### config.mk
export PLATFORM = sky130hd
export DESIGN_NAME = pong_game_flat
export DESIGN_NICKNAME = d
export VERILOG_FILES = /design/src/rtl/pong_game_if.sv /design/src/rtl/pong_game.sv /design/src/flat_wrapper.sv
export SDC_FILE = /design/constraint.sdc
export NUM_CORES = 1
export LEC_CHECK = 0
export BUFFER_PORTS_ARGS = -buffer_cell sky130_fd_sc_hd__buf_2
export CAP_MARGIN = 5
export CORE_UTILIZATION = 25
export DETAILED_ROUTE_END_ITERATION = 6
export GPL_TIMING_DRIVEN = 0
export PLACE_DENSITY_LB_ADDON = 0.2
export SLEW_MARGIN = 20
export SYNTH_ARGS = -nofsm -noshare
export SYNTH_HDL_FRONTEND = slang
export SYNTH_SLANG_ARGS = --single-unit
### constraint.sdc
create_clock -name clk -period 2.8 [get_ports clk]
set_input_delay 0.14 -clock clk [delete_from_list [all_inputs] [get_ports clk]]
set_output_delay 0.14 -clock clk [all_outputs]
set_load 0.05 [all_outputs]
### src/rtl/pong_game_if.sv
// pong_game_if: beam position, buttons and pixel/score outputs between the timing generator and the pong engine.
interface pong_game_if;
  logic [9:0] counter_x;
  logic [8:0] counter_y;
  logic in_display_area;
  logic btn_left;
  logic btn_right;
  logic vga_r;
  logic vga_g;
  logic vga_b;
  logic [7:0] hit_count;
  logic [3:0] miss_count;
  modport master (
    output counter_x, counter_y, in_display_area, btn_left, btn_right,
    input vga_r, vga_g, vga_b, hit_count, miss_count
  );
  modport slave (
    input counter_x, counter_y, in_display_area, btn_left, btn_right,
    output vga_r, vga_g, vga_b, hit_count, miss_count
  );
endinterface

### src/rtl/pong_game.sv
// pong_game: single-player pong engine; updates ball and paddle once per frame and drives registered RGB.
module pong_game #(
  parameter logic [9:0] BALL_SIZE = 10'd8,
  parameter logic [9:0] BALL_SPEED = 10'd2,
  parameter logic [9:0] PADDLE_W = 10'd64,
  parameter logic [9:0] PADDLE_Y = 10'd464,
  parameter logic [9:0] PADDLE_STEP = 10'd4,
  parameter logic [7:0] SERVE_FRAMES = 8'd60
) (
  input logic clk,
  input logic rst,
  pong_game_if.slave bus
);
  typedef enum logic [2:0] {WAIT, PADDLE, COLLIDE, MOVE, SERVE} state_t;
  state_t state, state_nxt;
  logic [9:0] ball_x, paddle_x, by, bxe, bye, cx, cy;
  logic [8:0] ball_y;
  logic dir_x, dir_y;
  logic [7:0] serve_cnt, hit_cnt;
  logic [3:0] miss_cnt;
  logic [2:0] rgb, rgb_nxt;
  logic frame_tick, hit_l, hit_r, hit_t, hit_p, miss;
  logic do_paddle, do_collide, do_move;
  logic on_ball, on_paddle, on_border;
  assign frame_tick = bus.counter_x == 10'd0 && bus.counter_y == 9'd480;
  assign by = {1'b0, ball_y};
  assign bxe = ball_x + BALL_SIZE;
  assign bye = by + BALL_SIZE;
  // all collision terms look at pre-move state so they combine freely
  assign hit_l = !dir_x && ball_x <= 10'd8 + BALL_SPEED;
  assign hit_r = dir_x && bxe >= 10'd632 - BALL_SPEED;
  assign hit_t = !dir_y && by <= 10'd8 + BALL_SPEED;
  assign hit_p = dir_y && bye >= PADDLE_Y && bye <= PADDLE_Y + BALL_SPEED
                 && bxe > paddle_x && ball_x < paddle_x + PADDLE_W;
  assign miss = by >= 10'd480 - BALL_SIZE;
  always_ff @(posedge clk)
    state <= rst ? WAIT : state_nxt;
  always_comb
    state_nxt = state == WAIT ? (frame_tick ? PADDLE : WAIT)
              : state == PADDLE ? (serve_cnt != 8'd0 ? SERVE : COLLIDE)
              : state == COLLIDE ? (miss ? WAIT : MOVE)
              : WAIT;
  always_comb begin
    do_paddle = state == PADDLE;
    do_collide = state == COLLIDE;
    do_move = state == MOVE;
  end
  always_ff @(posedge clk)
    if (rst) begin
      ball_x <= 10'd316;
      ball_y <= 9'd236;
      dir_x <= 1'b1;
      dir_y <= 1'b0;
      paddle_x <= 10'd288;
      serve_cnt <= SERVE_FRAMES;
      hit_cnt <= 8'd0;
      miss_cnt <= 4'd0;
    end else begin
      if (do_paddle) begin
        paddle_x <= bus.btn_left && !bus.btn_right
                      ? (paddle_x >= 10'd8 + PADDLE_STEP ? paddle_x - PADDLE_STEP : 10'd8)
                  : bus.btn_right && !bus.btn_left
                      ? (paddle_x + PADDLE_STEP <= 10'd632 - PADDLE_W ? paddle_x + PADDLE_STEP : 10'd632 - PADDLE_W)
                  : paddle_x;
        if (serve_cnt != 8'd0) serve_cnt <= serve_cnt - 8'd1;
      end
      if (do_collide) begin
        dir_x <= miss ? dir_x : hit_l | (dir_x & !hit_r);
        dir_y <= miss ? 1'b0 : hit_t | (dir_y & !hit_p);
        hit_cnt <= hit_cnt + {7'd0, hit_p};
        if (miss) begin
          miss_cnt <= miss_cnt + {3'd0, miss_cnt != 4'hf};
          ball_x <= 10'd316;
          ball_y <= 9'd236;
          serve_cnt <= SERVE_FRAMES;
        end
      end
      if (do_move) begin
        ball_x <= dir_x ? ball_x + BALL_SPEED : ball_x - BALL_SPEED;
        ball_y <= dir_y ? ball_y + BALL_SPEED[8:0] : ball_y - BALL_SPEED[8:0];
      end
    end
  assign cx = bus.counter_x;
  assign cy = {1'b0, bus.counter_y};
  assign on_ball = cx >= ball_x && cx < bxe && cy >= by && cy < bye;
  assign on_paddle = cx >= paddle_x && cx < paddle_x + PADDLE_W && cy >= PADDLE_Y && cy < PADDLE_Y + 10'd8;
  assign on_border = cx < 10'd8 || cx >= 10'd632 || cy < 10'd8;
  always_comb
    rgb_nxt = !bus.in_display_area ? 3'b000
            : on_ball ? 3'b111
            : on_paddle ? 3'b010
            : on_border ? 3'b001
            : 3'b000;
  always_ff @(posedge clk)
    rgb <= rst ? 3'b000 : rgb_nxt;
  assign bus.vga_r = rgb[2];
  assign bus.vga_g = rgb[1];
  assign bus.vga_b = rgb[0];
  assign bus.hit_count = hit_cnt;
  assign bus.miss_count = miss_cnt;
endmodule

### src/flat_wrapper.sv
// flat-port wrapper written by rule: the top's interface ports become plain ports
module pong_game_flat 
#(
  parameter logic [9:0] BALL_SIZE = 10'd8,
  parameter logic [9:0] BALL_SPEED = 10'd2,
  parameter logic [9:0] PADDLE_W = 10'd64,
  parameter logic [9:0] PADDLE_Y = 10'd464,
  parameter logic [9:0] PADDLE_STEP = 10'd4,
  parameter logic [7:0] SERVE_FRAMES = 8'd60
)
  (clk, rst, bus_counter_x, bus_counter_y, bus_in_display_area, bus_btn_left, bus_btn_right, bus_vga_r, bus_vga_g, bus_vga_b, bus_hit_count, bus_miss_count);
  pong_game_if bus_i ();
  input logic clk;
  input logic rst;
  input wire logic [$bits(bus_i.counter_x)-1:0] bus_counter_x;
  input wire logic [$bits(bus_i.counter_y)-1:0] bus_counter_y;
  input wire logic [$bits(bus_i.in_display_area)-1:0] bus_in_display_area;
  input wire logic [$bits(bus_i.btn_left)-1:0] bus_btn_left;
  input wire logic [$bits(bus_i.btn_right)-1:0] bus_btn_right;
  output wire logic [$bits(bus_i.vga_r)-1:0] bus_vga_r;
  output wire logic [$bits(bus_i.vga_g)-1:0] bus_vga_g;
  output wire logic [$bits(bus_i.vga_b)-1:0] bus_vga_b;
  output wire logic [$bits(bus_i.hit_count)-1:0] bus_hit_count;
  output wire logic [$bits(bus_i.miss_count)-1:0] bus_miss_count;
  assign bus_i.counter_x = bus_counter_x;
  assign bus_i.counter_y = bus_counter_y;
  assign bus_i.in_display_area = bus_in_display_area;
  assign bus_i.btn_left = bus_btn_left;
  assign bus_i.btn_right = bus_btn_right;
  assign bus_vga_r = bus_i.vga_r;
  assign bus_vga_g = bus_i.vga_g;
  assign bus_vga_b = bus_i.vga_b;
  assign bus_hit_count = bus_i.hit_count;
  assign bus_miss_count = bus_i.miss_count;
  pong_game #(.BALL_SIZE(BALL_SIZE), .BALL_SPEED(BALL_SPEED), .PADDLE_W(PADDLE_W), .PADDLE_Y(PADDLE_Y), .PADDLE_STEP(PADDLE_STEP), .SERVE_FRAMES(SERVE_FRAMES)) u_core (.clk(clk), .rst(rst), .bus(bus_i));
endmodule
==> out/metrics.csv <==
metric,value,unit
"commonest non-fill, non-tap cells in the layout","ha_1, nor2_1, inv_1",
post-route non-filler standard cell count,943,
crit end category,flip-flop,
# DRC,0,
worst vdd ir,0.0002169,V
Setup WS post-layout,-357.0,ps
share of layout cells above drive strength 1,18.16,%
# rows,50,
count of pins over their slew limit,0,
post-route ant nets,0,
fraction of registers with async set/reset,0,%
FF-to-FF path depth,15,
Hold Fails Final Rpt,0,
fmax,0.3168,GHz
ANT cells,0,
Seq cells post-synth,53,
worst-skew pair later-pin latency,310,ps
Synth Cell Area,4896,um2
post-synthesis adder-cell area fraction,23.00,%
failing checks,negative setup slack,
worst-margin pin slew,736.3,ps
setup TNS,-2282,ps
# Max-Cap Violations,0,
vias in the first global route,4668,
"most common cell after layout, fill and taps aside",ha_1,
synth warn,0,
Avg WL per Cell,15.93,um
Hold WS,213.5,ps
syn_nets,729,
clk buf depth,2,
Layout area overhead,23.77,%
cts bufs inserted,5,
buffers added on ports,38,
status,finished with violations,
Leak,2.484,nW
fin area,6060,um2
Die Span X,141.9,um
post-placement cell count,915,
filler cell count,2008,
RD Place Congestion,0.8217,
synthesized area per cell,7.935,um2
Post-synth EDFFs,0,
total gr overflow,0,
CTS tree,yes,
largest family of logic cells by synthesized area,simple AND/OR/NAND/NOR gates,
chip height,141.9,um
"Min Clock Period, post-route",3157,ps
simple-gate share of the synthesized area,23.08,%
Rel. slew slack,50.70,%
RSZ-0062 raised after global routing,yes,
worst hold-check path type,primary input to flip-flop,
die area,20150,um2
"Distinct cells, synth",65,
CP required,2990,ps
H-Tree Depth,2,
Initial DRC Count,240,
hold path depth,3,
post-synthesis xor/xnor area fraction,6.440,%
first-pass GRT wire length,24.32,mm
nets@finish,794,
core area,18960,um2
Final Setup Violations,8,
Worst-path clk slew,90,ps
DP HPWL,11.44,mm
Tot Pwr,1.582,mW
post-synthesis mux area share,0.8433,%
flop-to-flop setup slack,-360,ps
routed wire length,15.02,mm
clock sink count,53,
CP Class,flip-flop to flip-flop,
"Seq/Total Area, Yosys",21.67,%
Tcrit/Tclk final,112.8,%
I/O pin count,39,
gr usage total,15.32,%
cts hold-fix bufs,0,
largest net degree at the start of global routing,20,
initial core utilization,25.83,%
CP startpoint kind,flip-flop,
Cell Pwr Density,261.1,nW/um2
Post-synth top flop,dfxtp_1,
via density per instance,5.038,
Vias,4751,
Critical Path Fanout Max,3,
initial antenna violation count,0,
cell count after synthesis,617,
Max Clock Skew,10.62,ps
Worst EP arrival,3340,ps
Post-DP Area,5430,um2
clock root cell,clkbuf_16,
DRT Pass-1 Iters,5,
Compound-Gate Fraction of Synth Area,19.19,%
stage by stage:
step	util (%)	setup WS (ps)
3_3_place_gp	28.65	-769.4
4_1_cts	31.70	-351.9
6_report	31.97	-357.0
2_1_floorplan	-	17.81
3_5_place_dp	28.65	-853.8
5_1_grt	31.97	-512.4
path summary, 6_finish.rpt:
kind                                          startpoint                        to
worst max-delay path                    u_core.ball_x[4]   u_core.bus.hit_count[5]
worst min-delay path                 bus_in_display_area             u_core.rgb[1]
worst max register to register          u_core.ball_x[4]   u_core.bus.hit_count[5]
worst min register to register  u_core.bus.miss_count[0]  u_core.bus.miss_count[0]
kinds of logic after synthesis:
family	count (synthesis)
fa+ha+maj	89
compound gates	142
mux	4
buf+inv	70
simple gates	223
xor+xnor	36
flops	53
where the power goes:
part / switching (mW) / internal (mW) / leakage [nW]
registers: 0.000170 / 0.750 / 0.430
logic: 0.0857 / 0.0512 / 1.98
clock network: 0.351 / 0.344 / 0.0767
registers in the layout, summed over array words and instances (netlist names):
signal,cells
u_core.ball_x,9
u_core.ball_y,8
u_core.bus.hit_count,8
u_core.paddle_x,8
u_core.serve_cnt,8
u_core.bus.miss_count,4
u_core.rgb,3
u_core.state,3
u_core.dir_x,1
u_core.dir_y,1
final cells by class:
class                      count  area [um2]  share of cell area [%]
multi-input combinational    494        3802                   62.75
timing repair buffer          58       351.6                   5.802
tap                          260       325.3                   5.369
inverter                      49       196.4                   3.242
clock buffer                   5       125.1                   2.065
clock inverter                 3       33.78                  0.5575
sequential                    53        1082                   17.86
buffer                        21       142.6                   2.354
routing by layer:
metal / GRT usage (%) / share of wire (%)
met5: 0 / 0
met3: 1.817 / 3.3
met1: 20.22 / 48
met4: 4.244 / 1.2
met2: 26.21 / 48
timing repair:
item,in CTS,in global routing
gates resized for setup,51,8
pin swaps,18,9
setup endpoints to repair,11,11
setup buffers,19,1
synth_stat cells (3+ instances only):
master,n,area (um2)
o21a_1,4,30.03
nand2b_1,4,25.02
inv_1,49,183.9
buf_2,4,20.02
o211ai_1,9,67.56
dfxtp_1,53,1061
nor2_1,66,247.7
nand2_1,40,150.1
a31oi_1,7,43.79
a21oi_1,32,160.2
o21bai_1,3,22.52
clkbuf_1,14,52.55
o31ai_1,6,45.04
nor2b_1,4,25.02
ha_1,86,1076
nand3_1,24,120.1
and3_1,7,43.79
xnor2_1,24,210.2
nand3b_1,3,22.52
a22oi_1,5,37.54
a211oi_1,9,67.56
mux2i_1,3,30.03
o21ai_0,30,150.1
nor4_1,11,68.82
nor3_1,23,115.1
a2111oi_0,3,26.28
a221oi_1,5,43.79
a21o_1,5,37.54
nand4_1,22,137.6
or3_1,5,31.28
xor2_1,12,105.1
worst max-delay path, cell delays in order, from the launching register on:
cell	delay, ps
dfxtp_4	370
buf_6	120
clkinvlp_4	140
nor3_4	230
xnor2_2	160
ha_1	280
nand4_1	120
nor3_2	80
nor4_1	220
nand4_1	260
nor3_4	260
ha_2	230
and4_4	260
nand3_2	80
xor2_1	160
nor2_1	60
No activity file was read; power rests on OpenSTA's default activity.
